--- src/rtl/data_mem_arbiter_if.sv ---
// Request/response bundle for one requester of the data memory arbiter.
// The requester side uses the master modport, the arbiter the slave modport.
interface data_mem_arbiter_if;
    logic        req_valid;
    logic        req_ready;
    logic        req_we;
    logic [63:0] req_addr;
    logic [63:0] req_wdata;
    logic [1:0]  req_width;
    logic        req_signed;
    logic        rsp_valid;
    logic [63:0] rsp_rdata;
    logic        rsp_err;

    modport master (
        output req_valid, req_we, req_addr, req_wdata, req_width, req_signed,
        input  req_ready, rsp_valid, rsp_rdata, rsp_err
    );

    modport slave (
        input  req_valid, req_we, req_addr, req_wdata, req_width, req_signed,
        output req_ready, rsp_valid, rsp_rdata, rsp_err
    );
endinterface

--- src/rtl/data_mem_arbiter.sv ---
// Two-port round-robin arbiter and sequencer in front of the byte-lane data
// memory. Port 0 is the core load/store path, port 1 the loader/debug path.
// One access is in flight at a time: IDLE -> ISSUE -> WAIT -> RESP.
// Optional build macro DATA_MEM_ALIGN_CHECK_EN: misaligned accesses are
// rejected at handshake and answered with rsp_err instead of touching memory.
module data_mem_arbiter #(
    parameter int READ_LATENCY = 1
) (
    input  logic                     clk,
    input  logic                     rst_n,
    data_mem_arbiter_if.slave        port0,
    data_mem_arbiter_if.slave        port1,
    output logic                     mem_en,
    output logic                     mem_wea,
    output logic [63:0]              mem_addr,
    output logic [63:0]              mem_din,
    output logic [1:0]               mem_bit_width,
    output logic                     mem_sign_extend,
    input  logic [63:0]              mem_dout
);

    typedef enum logic [1:0] {IDLE, ISSUE, WAIT, RESP} state_t;

    // Counter preload so that WAIT lasts exactly READ_LATENCY cycles.
    localparam logic [2:0] LAT_INIT = 3'(READ_LATENCY - 1);

    state_t      state;
    state_t      state_next;
    logic        last_grant;
    logic        cur_port;
    logic        cur_we;
    logic [2:0]  lat_cnt;
    logic [63:0] rdata0;
    logic [63:0] rdata1;

    logic        any_valid;
    logic        win_port;
    logic        accept;
    logic        reject;
    logic        sel_we;
    logic [63:0] sel_addr;
    logic [63:0] sel_wdata;
    logic [1:0]  sel_width;
    logic        sel_signed;

`ifdef DATA_MEM_ALIGN_CHECK_EN
    logic        cur_err;

    // An access is misaligned when the low address bits are not a multiple
    // of the access size in bytes.
    function automatic logic misaligned(input logic [1:0] width, input logic [2:0] low);
        case (width)
            2'b01:   return low[0];
            2'b10:   return |low[1:0];
            2'b11:   return |low;
            default: return 1'b0;
        endcase
    endfunction

    assign reject = misaligned(sel_width, sel_addr[2:0]);
`else
    assign reject = 1'b0;
`endif

    // Winner selection: a lone requester wins, a tie goes to the port not granted last.
    always_comb begin
        any_valid = port0.req_valid | port1.req_valid;
        if (port0.req_valid && port1.req_valid) begin
            win_port = ~last_grant;
        end else begin
            win_port = port1.req_valid;
        end
        accept     = (state == IDLE) && any_valid;
        sel_we     = win_port ? port1.req_we     : port0.req_we;
        sel_addr   = win_port ? port1.req_addr   : port0.req_addr;
        sel_wdata  = win_port ? port1.req_wdata  : port0.req_wdata;
        sel_width  = win_port ? port1.req_width  : port0.req_width;
        sel_signed = win_port ? port1.req_signed : port0.req_signed;
    end

    // State register; reset aborts any access in flight.
    always_ff @(posedge clk or negedge rst_n) begin
        if (!rst_n) begin
            state <= IDLE;
        end else begin
            state <= state_next;
        end
    end

    // Next state plus the strobes that are pure functions of the state.
    always_comb begin
        state_next      = state;
        mem_en          = 1'b0;
        mem_wea         = 1'b0;
        port0.req_ready = 1'b0;
        port1.req_ready = 1'b0;
        port0.rsp_valid = 1'b0;
        port1.rsp_valid = 1'b0;
        case (state)
            IDLE: begin
                if (any_valid) begin
                    port0.req_ready = ~win_port;
                    port1.req_ready = win_port;
                    state_next      = reject ? RESP : ISSUE;
                end
            end
            ISSUE: begin
                mem_en     = 1'b1;
                mem_wea    = cur_we;
                state_next = WAIT;
            end
            WAIT: begin
                if (lat_cnt == 3'd0) begin
                    state_next = RESP;
                end
            end
            RESP: begin
                port0.rsp_valid = ~cur_port;
                port1.rsp_valid = cur_port;
                state_next      = IDLE;
            end
            default: state_next = IDLE;
        endcase
    end

    // Access capture at handshake, latency countdown and response data capture.
    always_ff @(posedge clk or negedge rst_n) begin
        if (!rst_n) begin
            last_grant      <= 1'b1;
            cur_port        <= 1'b0;
            cur_we          <= 1'b0;
            lat_cnt         <= 3'd0;
            rdata0          <= 64'd0;
            rdata1          <= 64'd0;
            mem_addr        <= 64'd0;
            mem_din         <= 64'd0;
            mem_bit_width   <= 2'd0;
            mem_sign_extend <= 1'b0;
        end else begin
            case (state)
                IDLE: begin
                    if (accept) begin
                        cur_port        <= win_port;
                        last_grant      <= win_port;
                        cur_we          <= sel_we;
                        mem_addr        <= sel_addr;
                        mem_din         <= sel_wdata;
                        mem_bit_width   <= sel_width;
                        mem_sign_extend <= sel_signed;
                        // A rejected access answers with zero data straight away.
                        if (reject) begin
                            if (win_port) rdata1 <= 64'd0;
                            else          rdata0 <= 64'd0;
                        end
                    end
                end
                ISSUE: begin
                    lat_cnt <= LAT_INIT;
                end
                WAIT: begin
                    if (lat_cnt != 3'd0) begin
                        lat_cnt <= lat_cnt - 3'd1;
                    end else if (cur_port) begin
                        rdata1 <= cur_we ? 64'd0 : mem_dout;
                    end else begin
                        rdata0 <= cur_we ? 64'd0 : mem_dout;
                    end
                end
                default: ;
            endcase
        end
    end

`ifdef DATA_MEM_ALIGN_CHECK_EN
    // Remember whether the access in flight was rejected.
    always_ff @(posedge clk or negedge rst_n) begin
        if (!rst_n) begin
            cur_err <= 1'b0;
        end else if (accept) begin
            cur_err <= reject;
        end
    end

    assign port0.rsp_err = port0.rsp_valid & cur_err;
    assign port1.rsp_err = port1.rsp_valid & cur_err;
`else
    assign port0.rsp_err = 1'b0;
    assign port1.rsp_err = 1'b0;
`endif

    assign port0.rsp_rdata = rdata0;
    assign port1.rsp_rdata = rdata1;

endmodule

--- src/flat_wrapper.sv ---
// flat-port wrapper written by rule: the top's interface ports become plain ports
module data_mem_arbiter_flat 
#(
    parameter int READ_LATENCY = 1
)
  (clk, rst_n, mem_en, mem_wea, mem_addr, mem_din, mem_bit_width, mem_sign_extend, mem_dout, port0_req_valid, port0_req_we, port0_req_addr, port0_req_wdata, port0_req_width, port0_req_signed, port0_req_ready, port0_rsp_valid, port0_rsp_rdata, port0_rsp_err, port1_req_valid, port1_req_we, port1_req_addr, port1_req_wdata, port1_req_width, port1_req_signed, port1_req_ready, port1_rsp_valid, port1_rsp_rdata, port1_rsp_err);
  data_mem_arbiter_if port0_i ();
  data_mem_arbiter_if port1_i ();
  input  logic clk;
  input  logic rst_n;
  output logic mem_en;
  output logic mem_wea;
  output logic [63:0] mem_addr;
  output logic [63:0] mem_din;
  output logic [1:0] mem_bit_width;
  output logic mem_sign_extend;
  input  logic [63:0] mem_dout;
  input wire logic [$bits(port0_i.req_valid)-1:0] port0_req_valid;
  input wire logic [$bits(port0_i.req_we)-1:0] port0_req_we;
  input wire logic [$bits(port0_i.req_addr)-1:0] port0_req_addr;
  input wire logic [$bits(port0_i.req_wdata)-1:0] port0_req_wdata;
  input wire logic [$bits(port0_i.req_width)-1:0] port0_req_width;
  input wire logic [$bits(port0_i.req_signed)-1:0] port0_req_signed;
  output wire logic [$bits(port0_i.req_ready)-1:0] port0_req_ready;
  output wire logic [$bits(port0_i.rsp_valid)-1:0] port0_rsp_valid;
  output wire logic [$bits(port0_i.rsp_rdata)-1:0] port0_rsp_rdata;
  output wire logic [$bits(port0_i.rsp_err)-1:0] port0_rsp_err;
  input wire logic [$bits(port1_i.req_valid)-1:0] port1_req_valid;
  input wire logic [$bits(port1_i.req_we)-1:0] port1_req_we;
  input wire logic [$bits(port1_i.req_addr)-1:0] port1_req_addr;
  input wire logic [$bits(port1_i.req_wdata)-1:0] port1_req_wdata;
  input wire logic [$bits(port1_i.req_width)-1:0] port1_req_width;
  input wire logic [$bits(port1_i.req_signed)-1:0] port1_req_signed;
  output wire logic [$bits(port1_i.req_ready)-1:0] port1_req_ready;
  output wire logic [$bits(port1_i.rsp_valid)-1:0] port1_rsp_valid;
  output wire logic [$bits(port1_i.rsp_rdata)-1:0] port1_rsp_rdata;
  output wire logic [$bits(port1_i.rsp_err)-1:0] port1_rsp_err;
  assign port0_i.req_valid = port0_req_valid;
  assign port0_i.req_we = port0_req_we;
  assign port0_i.req_addr = port0_req_addr;
  assign port0_i.req_wdata = port0_req_wdata;
  assign port0_i.req_width = port0_req_width;
  assign port0_i.req_signed = port0_req_signed;
  assign port0_req_ready = port0_i.req_ready;
  assign port0_rsp_valid = port0_i.rsp_valid;
  assign port0_rsp_rdata = port0_i.rsp_rdata;
  assign port0_rsp_err = port0_i.rsp_err;
  assign port1_i.req_valid = port1_req_valid;
  assign port1_i.req_we = port1_req_we;
  assign port1_i.req_addr = port1_req_addr;
  assign port1_i.req_wdata = port1_req_wdata;
  assign port1_i.req_width = port1_req_width;
  assign port1_i.req_signed = port1_req_signed;
  assign port1_req_ready = port1_i.req_ready;
  assign port1_rsp_valid = port1_i.rsp_valid;
  assign port1_rsp_rdata = port1_i.rsp_rdata;
  assign port1_rsp_err = port1_i.rsp_err;
  data_mem_arbiter #(.READ_LATENCY(READ_LATENCY)) u_core (.clk(clk), .rst_n(rst_n), .port0(port0_i), .port1(port1_i), .mem_en(mem_en), .mem_wea(mem_wea), .mem_addr(mem_addr), .mem_din(mem_din), .mem_bit_width(mem_bit_width), .mem_sign_extend(mem_sign_extend), .mem_dout(mem_dout));
endmodule
--- config.mk ---
export PLATFORM = sky130hd
export DESIGN_NAME = data_mem_arbiter_flat
export DESIGN_NICKNAME = d
export VERILOG_FILES = /design/src/rtl/data_mem_arbiter_if.sv /design/src/rtl/data_mem_arbiter.sv /design/src/flat_wrapper.sv
export SDC_FILE = /design/constraint.sdc
export NUM_CORES = 1
export LEC_CHECK = 0
export ABC_AREA = 1
export CORE_AREA = 2 2 235 237
export DETAILED_ROUTE_END_ITERATION = 10
export DIE_AREA = 0 0 237 239
export PLACE_DENSITY = 0.54
export SLEW_MARGIN = 15
export SYNTH_ARGS = -nofsm -noshare
export SYNTH_HDL_FRONTEND = slang
export SYNTH_SLANG_ARGS = --single-unit
export TNS_END_PERCENT = 20
--- constraint.sdc ---
create_clock -name clk -period 3.6 [get_ports clk]
set_clock_uncertainty 0.1 [all_clocks]
set_input_delay 0.54 -clock clk [delete_from_list [all_inputs] [get_ports clk]]
set_output_delay 0.54 -clock clk [all_outputs]
set_load 0.02 [all_outputs]
# After elaboration in Yosys (flattened, before gate mapping)

Cells that the tools add are included.
Widths: inputs -> output; s select.

Add/subtract/negate cells: 1
Equal/unequal tests: 6
Multiplexer cells: 20
Bitwise gates (word level): 5
Reduce and logical (&&, ||, !) cells: 11

Operator list:

| kind                | number |
|---|---|
| $mux 64             | 3 |
| $mux 1              | 11 |
| $pmux 2 s4          | 1 |
| $mux 2              | 3 |
| $ne 2x1->1 const B  | 3 |
| $pmux 3 s2          | 1 |
| $reduce_and 2->1    | 3 |
| $reduce_and 3->1    | 2 |
| $eq 2x2->1 const B  | 2 |
| $not 1->1           | 4 |
| $logic_not 3->1     | 1 |
| $mux 3              | 1 |
| $reduce_bool 3->1   | 1 |
| $sub 3x1->3 const B | 1 |
| $eq 2x1->1 const B  | 1 |
| $logic_and 1x1->1   | 2 |
| $logic_not 2->1     | 1 |
| $reduce_bool 2->1   | 1 |
| $or 1x1->1          | 1 |

Bits in registers: 267
Input port bits: 332
Output and inout bits: 267

# Logic depth before layout (Yosys ltp)

Gate-level depths: netlist of run 1.

Depth in word-level cells: 5
Depth in mapped cells: 9

# Worst setup path before layout of run 1

OpenSTA, ideal clock, no wires.

Kind: register to output
Start: register u_core.state[0]
End: output port port0_req_ready
Data arrival time: 1.512 ns
Setup slack: 1.448 ns
Stages on the path, launching flop included: 8
Path buffers: 3
Cell sequence: dfrtp_1 > inv_1 > ha_1 > buf_2 > o21ai_4 > buf_4 > buf_2 > a21oi_1

Cells in the longest elaborated chain, start to end: 2

RTL lines:

| element                | line                   | source |
|---|---|---|
| start, declared        | data_mem_arbiter.sv:27 | `state_t state;` |
| start signal, assigned | data_mem_arbiter.sv:86 | `state <= state_next;` |
| $logic_not 2->1        | data_mem_arbiter.sv:99 | `case (state)` |
| $mux 1                 | data_mem_arbiter.sv:99 |  |
| end, declared          | flat_wrapper.sv:24     | `output wire logic [$bits(port0_i.req_ready)-1:0] port0_req_ready;` |

Every way passes these cells.

# Final worst setup path of run 1

Same ends and word-level chain as after synthesis.

==> results of run 1 <==
power by group through the flow:
stage,registers (mW),logic [mW],clock network (mW)
floorplan,6.67,3.17,0
detailed placement,5.16,9.28,0
global route,5.31,9.90,3.81
CTS,5.16,9.29,3.69
finish,5.16,9.19,3.57
global placement,5.14,9.19,0
kinds of logic after synthesis:
group,Yosys count,share of synthesized area
fa+ha+maj,7,0.00707
buf+inv,216,0.0749
compound gates,135,0.0557
flops,267,0.540
simple gates,876,0.322
other cells,1,0.000303
Yosys cell counts:
| master | count | area share |
|---|---|---|
| dfrtp_1 | 266 | 0.54 |
| o21ai_4 | 1 | 0.0013 |
| nand3_1 | 262 | 0.11 |
| nand4_1 | 128 | 0.065 |
| inv_1 | 80 | 0.024 |
| nand2_1 | 408 | 0.12 |
| nor2_1 | 67 | 0.020 |
| clkbuf_2 | 1 | 0.00040 |
| nor2_4 | 4 | 0.0036 |
| inv_2 | 1 | 0.00030 |
| buf_2 | 50 | 0.020 |
| dfstp_2 | 1 | 0.0021 |
| a21oi_1 | 1 | 0.00040 |
| o21ai_1 | 3 | 0.0012 |
| nand2_2 | 3 | 0.0015 |
| ha_1 | 7 | 0.0071 |
| o21ai_0 | 128 | 0.052 |
| clkbuf_1 | 57 | 0.017 |
| o22ai_1 | 2 | 0.0010 |
| buf_6 | 1 | 0.00091 |
| buf_1 | 14 | 0.0042 |
| nand3b_1 | 4 | 0.0024 |
| buf_4 | 12 | 0.0073 |
| conb_1 | 1 | 0.00030 |
worst register-to-register path: stages (launching register included):
cell     delay, ns
dfrtp_1       0.40
inv_1         0.12
ha_1          0.29
nand2_4       0.24
buf_4         0.81
o21ai_0       0.31
nand2_1       0.10
per-stage QoR:
stage / cells / total power [mW] / instance area, um2
detailed placement: 2699 / 14.4 / 19000
finish: 2771 / 17.9 / 20200
global placement: 2699 / 14.3 / 19000
floorplan: 1503 / 9.84 / 12400
CTS: 2762 / 18.1 / 20100
global route: 2769 / 19.0 / 20200
layer usage:
layer	vias to the layer above	wire, um	global-route usage
li1	6091	-	-
met1	6343	22500	0.230
met2	563	26500	0.309
met3	112	5320	0.0684
met4	14	1860	0.0758
met5	-	96	0
area by class of cell:
class | instances | area, um2 | area share
Clock inverter | 9 | 119 | 0.00589
Inverter | 81 | 304 | 0.0151
Antenna cell | 9 | 22.5 | 0.00112
Clock buffer | 53 | 1040 | 0.0518
Timing Repair Buffer | 628 | 6310 | 0.313
Tap cell | 704 | 881 | 0.0437
Multi-Input combinational cell | 1020 | 4800 | 0.238
Sequential cell | 267 | 6690 | 0.332
final timing paths:
check | from | to | slack [ns] | cells past startpoint
setup / recovery | u_core.state[0] | port0_req_ready | 0.70 | 6
setup reg to reg | u_core.state[0] | u_core.port1.rsp_rdata[21] | 1.16 | 6
max in group asynchronous | rst_n | u_core.port1.rsp_rdata[21] | 2.04 | 3
min in group asynchronous | rst_n | u_core.port1.rsp_rdata[55] | 0.52 | 2
hold / removal | port1_req_valid | u_core.cur_we | 0.31 | 3
hold reg to reg | u_core.mem_sign_extend | u_core.mem_sign_extend | 0.38 | 2
state kept, by name (all words and copies together) (netlist names):
name	count
u_core.mem_addr	64
u_core.mem_din	64
u_core.port0.rsp_rdata	64
u_core.port1.rsp_rdata	64
u_core.lat_cnt	3
u_core.mem_bit_width	2
u_core.state	2
u_core.cur_port	1
u_core.cur_we	1
u_core.last_grant	1
u_core.mem_sign_extend	1
==> flow_summary.json, run 1 <==
{
  "status": "complete, no violations",
  "cpPeakStageDelay_ns": 0.42,
  "drt_iter0_drc": 718,
  "wirelength_mm": 56.2,
  "grt_max_degree": 133,
  "final_cell_mix": "593 x clkdlybuf4s50_1, 408 x nand2_1, 264 x dfrtp_1",
  "grt_usage": 0.190,
  "io_pins": 599,
  "final_max_slew_viol_count": 0,
  "path_cells": "inv_1 -> ha_4 -> buf_12 -> o21ai_4 -> a21oi_1 -> buf_4",
  "finalHoldViolations": 0,
  "yosysSeqAreaShare": 0.540,
  "nNetsFinal": 2372,
  "grt_first_pass_wirelength_mm": 82.2,
  "drt-vias-per-instance": 4.74,
  "setup_tns_ns": 0,
  "n_fill_cell": 5556,
  "rows": 86,
  "clk_latency_ns": 0.54,
  "syn_area_um2": 12400,
  "cts_tree": "built",
  "cp_slowest_cell": "dfrtp_1",
  "syn2layout_area_growth_pct": 62.9,
  "critPathTopFamily": "buffers and inverters",
  "clkPwrFrac": 0.199,
  "die-area_um2": 56600,
  "start_util": 0.228,
  "tightest_slew_ns": 1.04,
  "globalplace.congestion": 0.841,
  "ctsHtreeMaxLevel": 2,
  "core_um2": 54300,
  "clockRootBuffer": "clkbuf_16",
  "overflow": 0,
  "synth_seq_cells": 267,
  "crit_fanout": 130,
  "fin_hold_ws_ns": 0.311,
  "syn_avg_cell_area_um2": 8.24,
  "p_leak_nw": 9.08,
  "numCtsBuffers": 35,
  "layout-drive-gt1-share": 0.0486,
  "drtAntennaViolNets": 0,
  "synth_cell_types": 24,
  "antenna_found_initial": 20,
  "fp.dieW_um": 237,
  "vdd_drop_max_uv": 496,
  "vias": 13100,
  "clock-sinks": 267,
  "p_sw_mw": 7.69,
  "path_class": "reg2out",
  "grt_setup_unrepaired": "no",
  "cp.required_ns": 2.96,
  "fmax_ghz": 0.345,
  "comb_power_share": 0.513,
  "finalSetupViolations": 0,
  "drc": 0,
  "post_cts_resized": 0,
  "clockBufferDepth": 3,
  "p_int_mw": 10.2,
  "critPathLaunchType": "flip-flop",
  "hp-class": "in2reg",
  "postCtsSetupRepairBufs": 0,
  "yosys_warnings": 0,
  "swShare": 0.429,
  "setup_ws_ns": 0.697,
  "portBuffers": 596,
  "crit_arrival_ns": 2.26,
  "post-place-ws_ns": 0.866,
  "clk_pin_slew_ns": 0.06,
  "finalCritPeriodShare": 0.806,
  "hold_buffers": 1,
  "final_common_cell": "clkdlybuf4s50_1",
  "end_kind": "output pin",
  "drv_cap": 0,
  "postSynthCellCount": 1502,
  "fp.dieH_um": 239,
  "wire_per_inst_um": 20.3,
  "dp_hpwl_mm": 38.7,
  "min_period_ns": 2.90,
  "firstDrtPassIters": 6,
  "crit_buf_inv": 3,
  "grt_pass1_vias": 13100,
  "fin_util": 0.371,
  "max_slew_margin": 0.306,
  "pwr-share-seq": 0.288,
  "powerDensity_nw_per_um2": 888
}
Note: power is estimated with default switching activity, not from simulation.
==> run 2: changes to the inputs <==
- clock period: 3.6 -> 2.7 ns (I/O delays scaled with it)
==> run 2 against run 1 <==
- via count grew 0.44%
- register-to-register slack worse by 0.56 ns
- non-clock buffer count did not move
- sequential power rose by 34%
- critical path type unchanged
- largest cell class unchanged
==> flow_summary.json, run 2 (synthesis gave the netlist of run 1 again) <==
{
  "status": "complete, no violations",
  "post-place-ws_ns": 0.329,
  "finalHoldViolations": 0,
  "powerDensity_nw_per_um2": 1180,
  "setup_ws_ns": 0.115,
  "clk_latency_ns": 0.52,
  "numCtsBuffers": 34,
  "path_cells": "inv_1 -> ha_1 -> nand2_1 -> inv_1 -> clkdlybuf4s50_1",
  "fmax_ghz": 0.387,
  "cts_tree": "built",
  "rr_endpoint": "u_core.port1.rsp_rdata[11]",
  "path_class": "reg2out",
  "crit_arrival_ns": 2.08,
  "overflow": 0,
  "postCtsSetupRepairBufs": 0,
  "final_common_cell": "clkdlybuf4s50_1",
  "antenna_found_initial": 20,
  "dp_hpwl_mm": 38.7,
  "die-area_um2": 56600,
  "drv_cap": 0,
  "drtAntennaViolNets": 0,
  "setup_tns_ns": 0,
  "finalCritPeriodShare": 0.957,
  "nNetsFinal": 2371,
  "grt_first_pass_wirelength_mm": 83.3,
  "cp.required_ns": 2.19,
  "drc": 0,
  "clockBufferDepth": 3,
  "grt_setup_unrepaired": "no",
  "clk_pin_slew_ns": 0.06,
  "cpPeakStageDelay_ns": 0.62,
  "fp.dieW_um": 237,
  "grt_pass1_vias": 13300,
  "end_kind": "output pin",
  "drt_iter0_drc": 864,
  "hold_start": "port1_req_valid",
  "fin_cells": 2775,
  "grt_usage": 0.192,
  "clockRootBuffer": "clkbuf_16",
  "crit_fanout": 4,
  "start_util": 0.228,
  "layout-drive-gt1-share": 0.0467,
  "ctsHtreeMaxLevel": 2,
  "worstReg2RegStart": "u_core.state[0]",
  "vdd_drop_max_uv": 720,
  "grt_max_degree": 134,
  "ff2ff_path_depth": 7,
  "cp_slowest_cell": "clkdlybuf4s50_1",
  "syn2layout_area_growth_pct": 63.2,
  "vias": 13200,
  "wirelength_mm": 56.6,
  "whs_path_depth": 5,
  "max_slew_margin": 0.438,
  "rows": 86,
  "firstDrtPassIters": 5,
  "min_period_ns": 2.59,
  "core_um2": 54300,
  "wire_per_inst_um": 20.4,
  "p_leak_nw": 9.10,
  "finalSetupViolations": 0,
  "min_to": "u_core.last_grant",
  "portBuffers": 596,
  "clock-sinks": 267,
  "fp.dieH_um": 239,
  "io_pins": 599,
  "reg2reg_slack_ns": 0.60,
  "final_max_slew_viol_count": 0,
  "globalplace.congestion": 0.830,
  "fin_util": 0.372,
  "hp-class": "in2reg",
  "dp.cells": 2699,
  "fin_hold_ws_ns": 0.257,
  "tightest_slew_ns": 0.843,
  "drt-vias-per-instance": 4.75,
  "critPathLaunchType": "flip-flop",
  "final_cell_mix": "592 x clkdlybuf4s50_1, 408 x nand2_1, 264 x dfrtp_1",
  "worst_path_most_repeated_cell": "inv_1"
}
-- run 2: cell types whose count changed in the layout (fill, tap and decap cells not counted), sizes merged --
cell           previous run  this run
diode                     9        14
clkinv                    3         5
clkinvlp                  2         0
inv                      83        81
clkbuf                   53        54
clkdlybuf4s50           593       592
dlygate4sd2               0         1
-- run 2: stage by stage --
step / power [mW] / cell area (um2)
4_1_cts: 24.2 / 20200
2_1_floorplan: 13.1 / 12400
5_1_grt: 25.3 / 20200
6_report: 23.8 / 20200
3_5_place_dp: 19.4 / 19000
3_3_place_gp: 19.2 / 19000
-- run 2: what timing repair did --
item,CTS,global route
gates resized for setup,1,0
hold endpoints to repair,33,0
hold buffers,1,0
setup endpoints to repair,1,0
-- run 2: final cells by class --
cell class	count	area, um2
repair buffers	628	6370
inverters	81	304
clock buffers	54	1040
well taps	704	881
multi-input cells	1020	4800
fillers	5565	34100
clock inverters	7	85.1
flip-flops and latches	267	6690
diodes	14	35.0
-- run 2: worst max-delay path by stage --
stage | from | end | slack (ns)
after detailed placement | port0_req_valid | port1_req_ready | 0.33
after floorplan | u_core.state[0] | port0_req_ready | 0.68
after CTS | u_core.state[1] | mem_wea | 0.06
after global placement | port0_req_valid | port1_req_ready | 0.30
after global routing | u_core.state[1] | mem_wea | 0.02
final | u_core.state[1] | mem_wea | 0.11
-- run 2: power by group --
group,switching [mW],leakage (nW),total (mW),internal (mW)
clock network,1.78,0.554,4.61,2.83
logic,7.35,5.20,12.3,5.00
registers,1.06,3.35,6.90,5.84
-- run 2: worst max-delay path: cells and delay by family (launching register included) --
kind,cells,cell delay [ns]
adders and majority gates,1,0.25
buffers and inverters,3,0.83
DFF,1,0.41
and+or+nand+nor,1,0.07
-- run 2: routing by layer --
metal / global-route usage / share of wire / vias to the layer above
met5: 0 / 0.0013 / -
met4: 0.0846 / 0.024 / 10
met3: 0.0621 / 0.086 / 80
met2: 0.309 / 0.48 / 539
met1: 0.235 / 0.41 / 6460
li1: - / - / 6092
==> run 3: changes to the inputs <==
- TNS_END_PERCENT: 20 -> 10
==> results of run 3 <==
Final layout, timing and power as in run 2 (identical DEF).
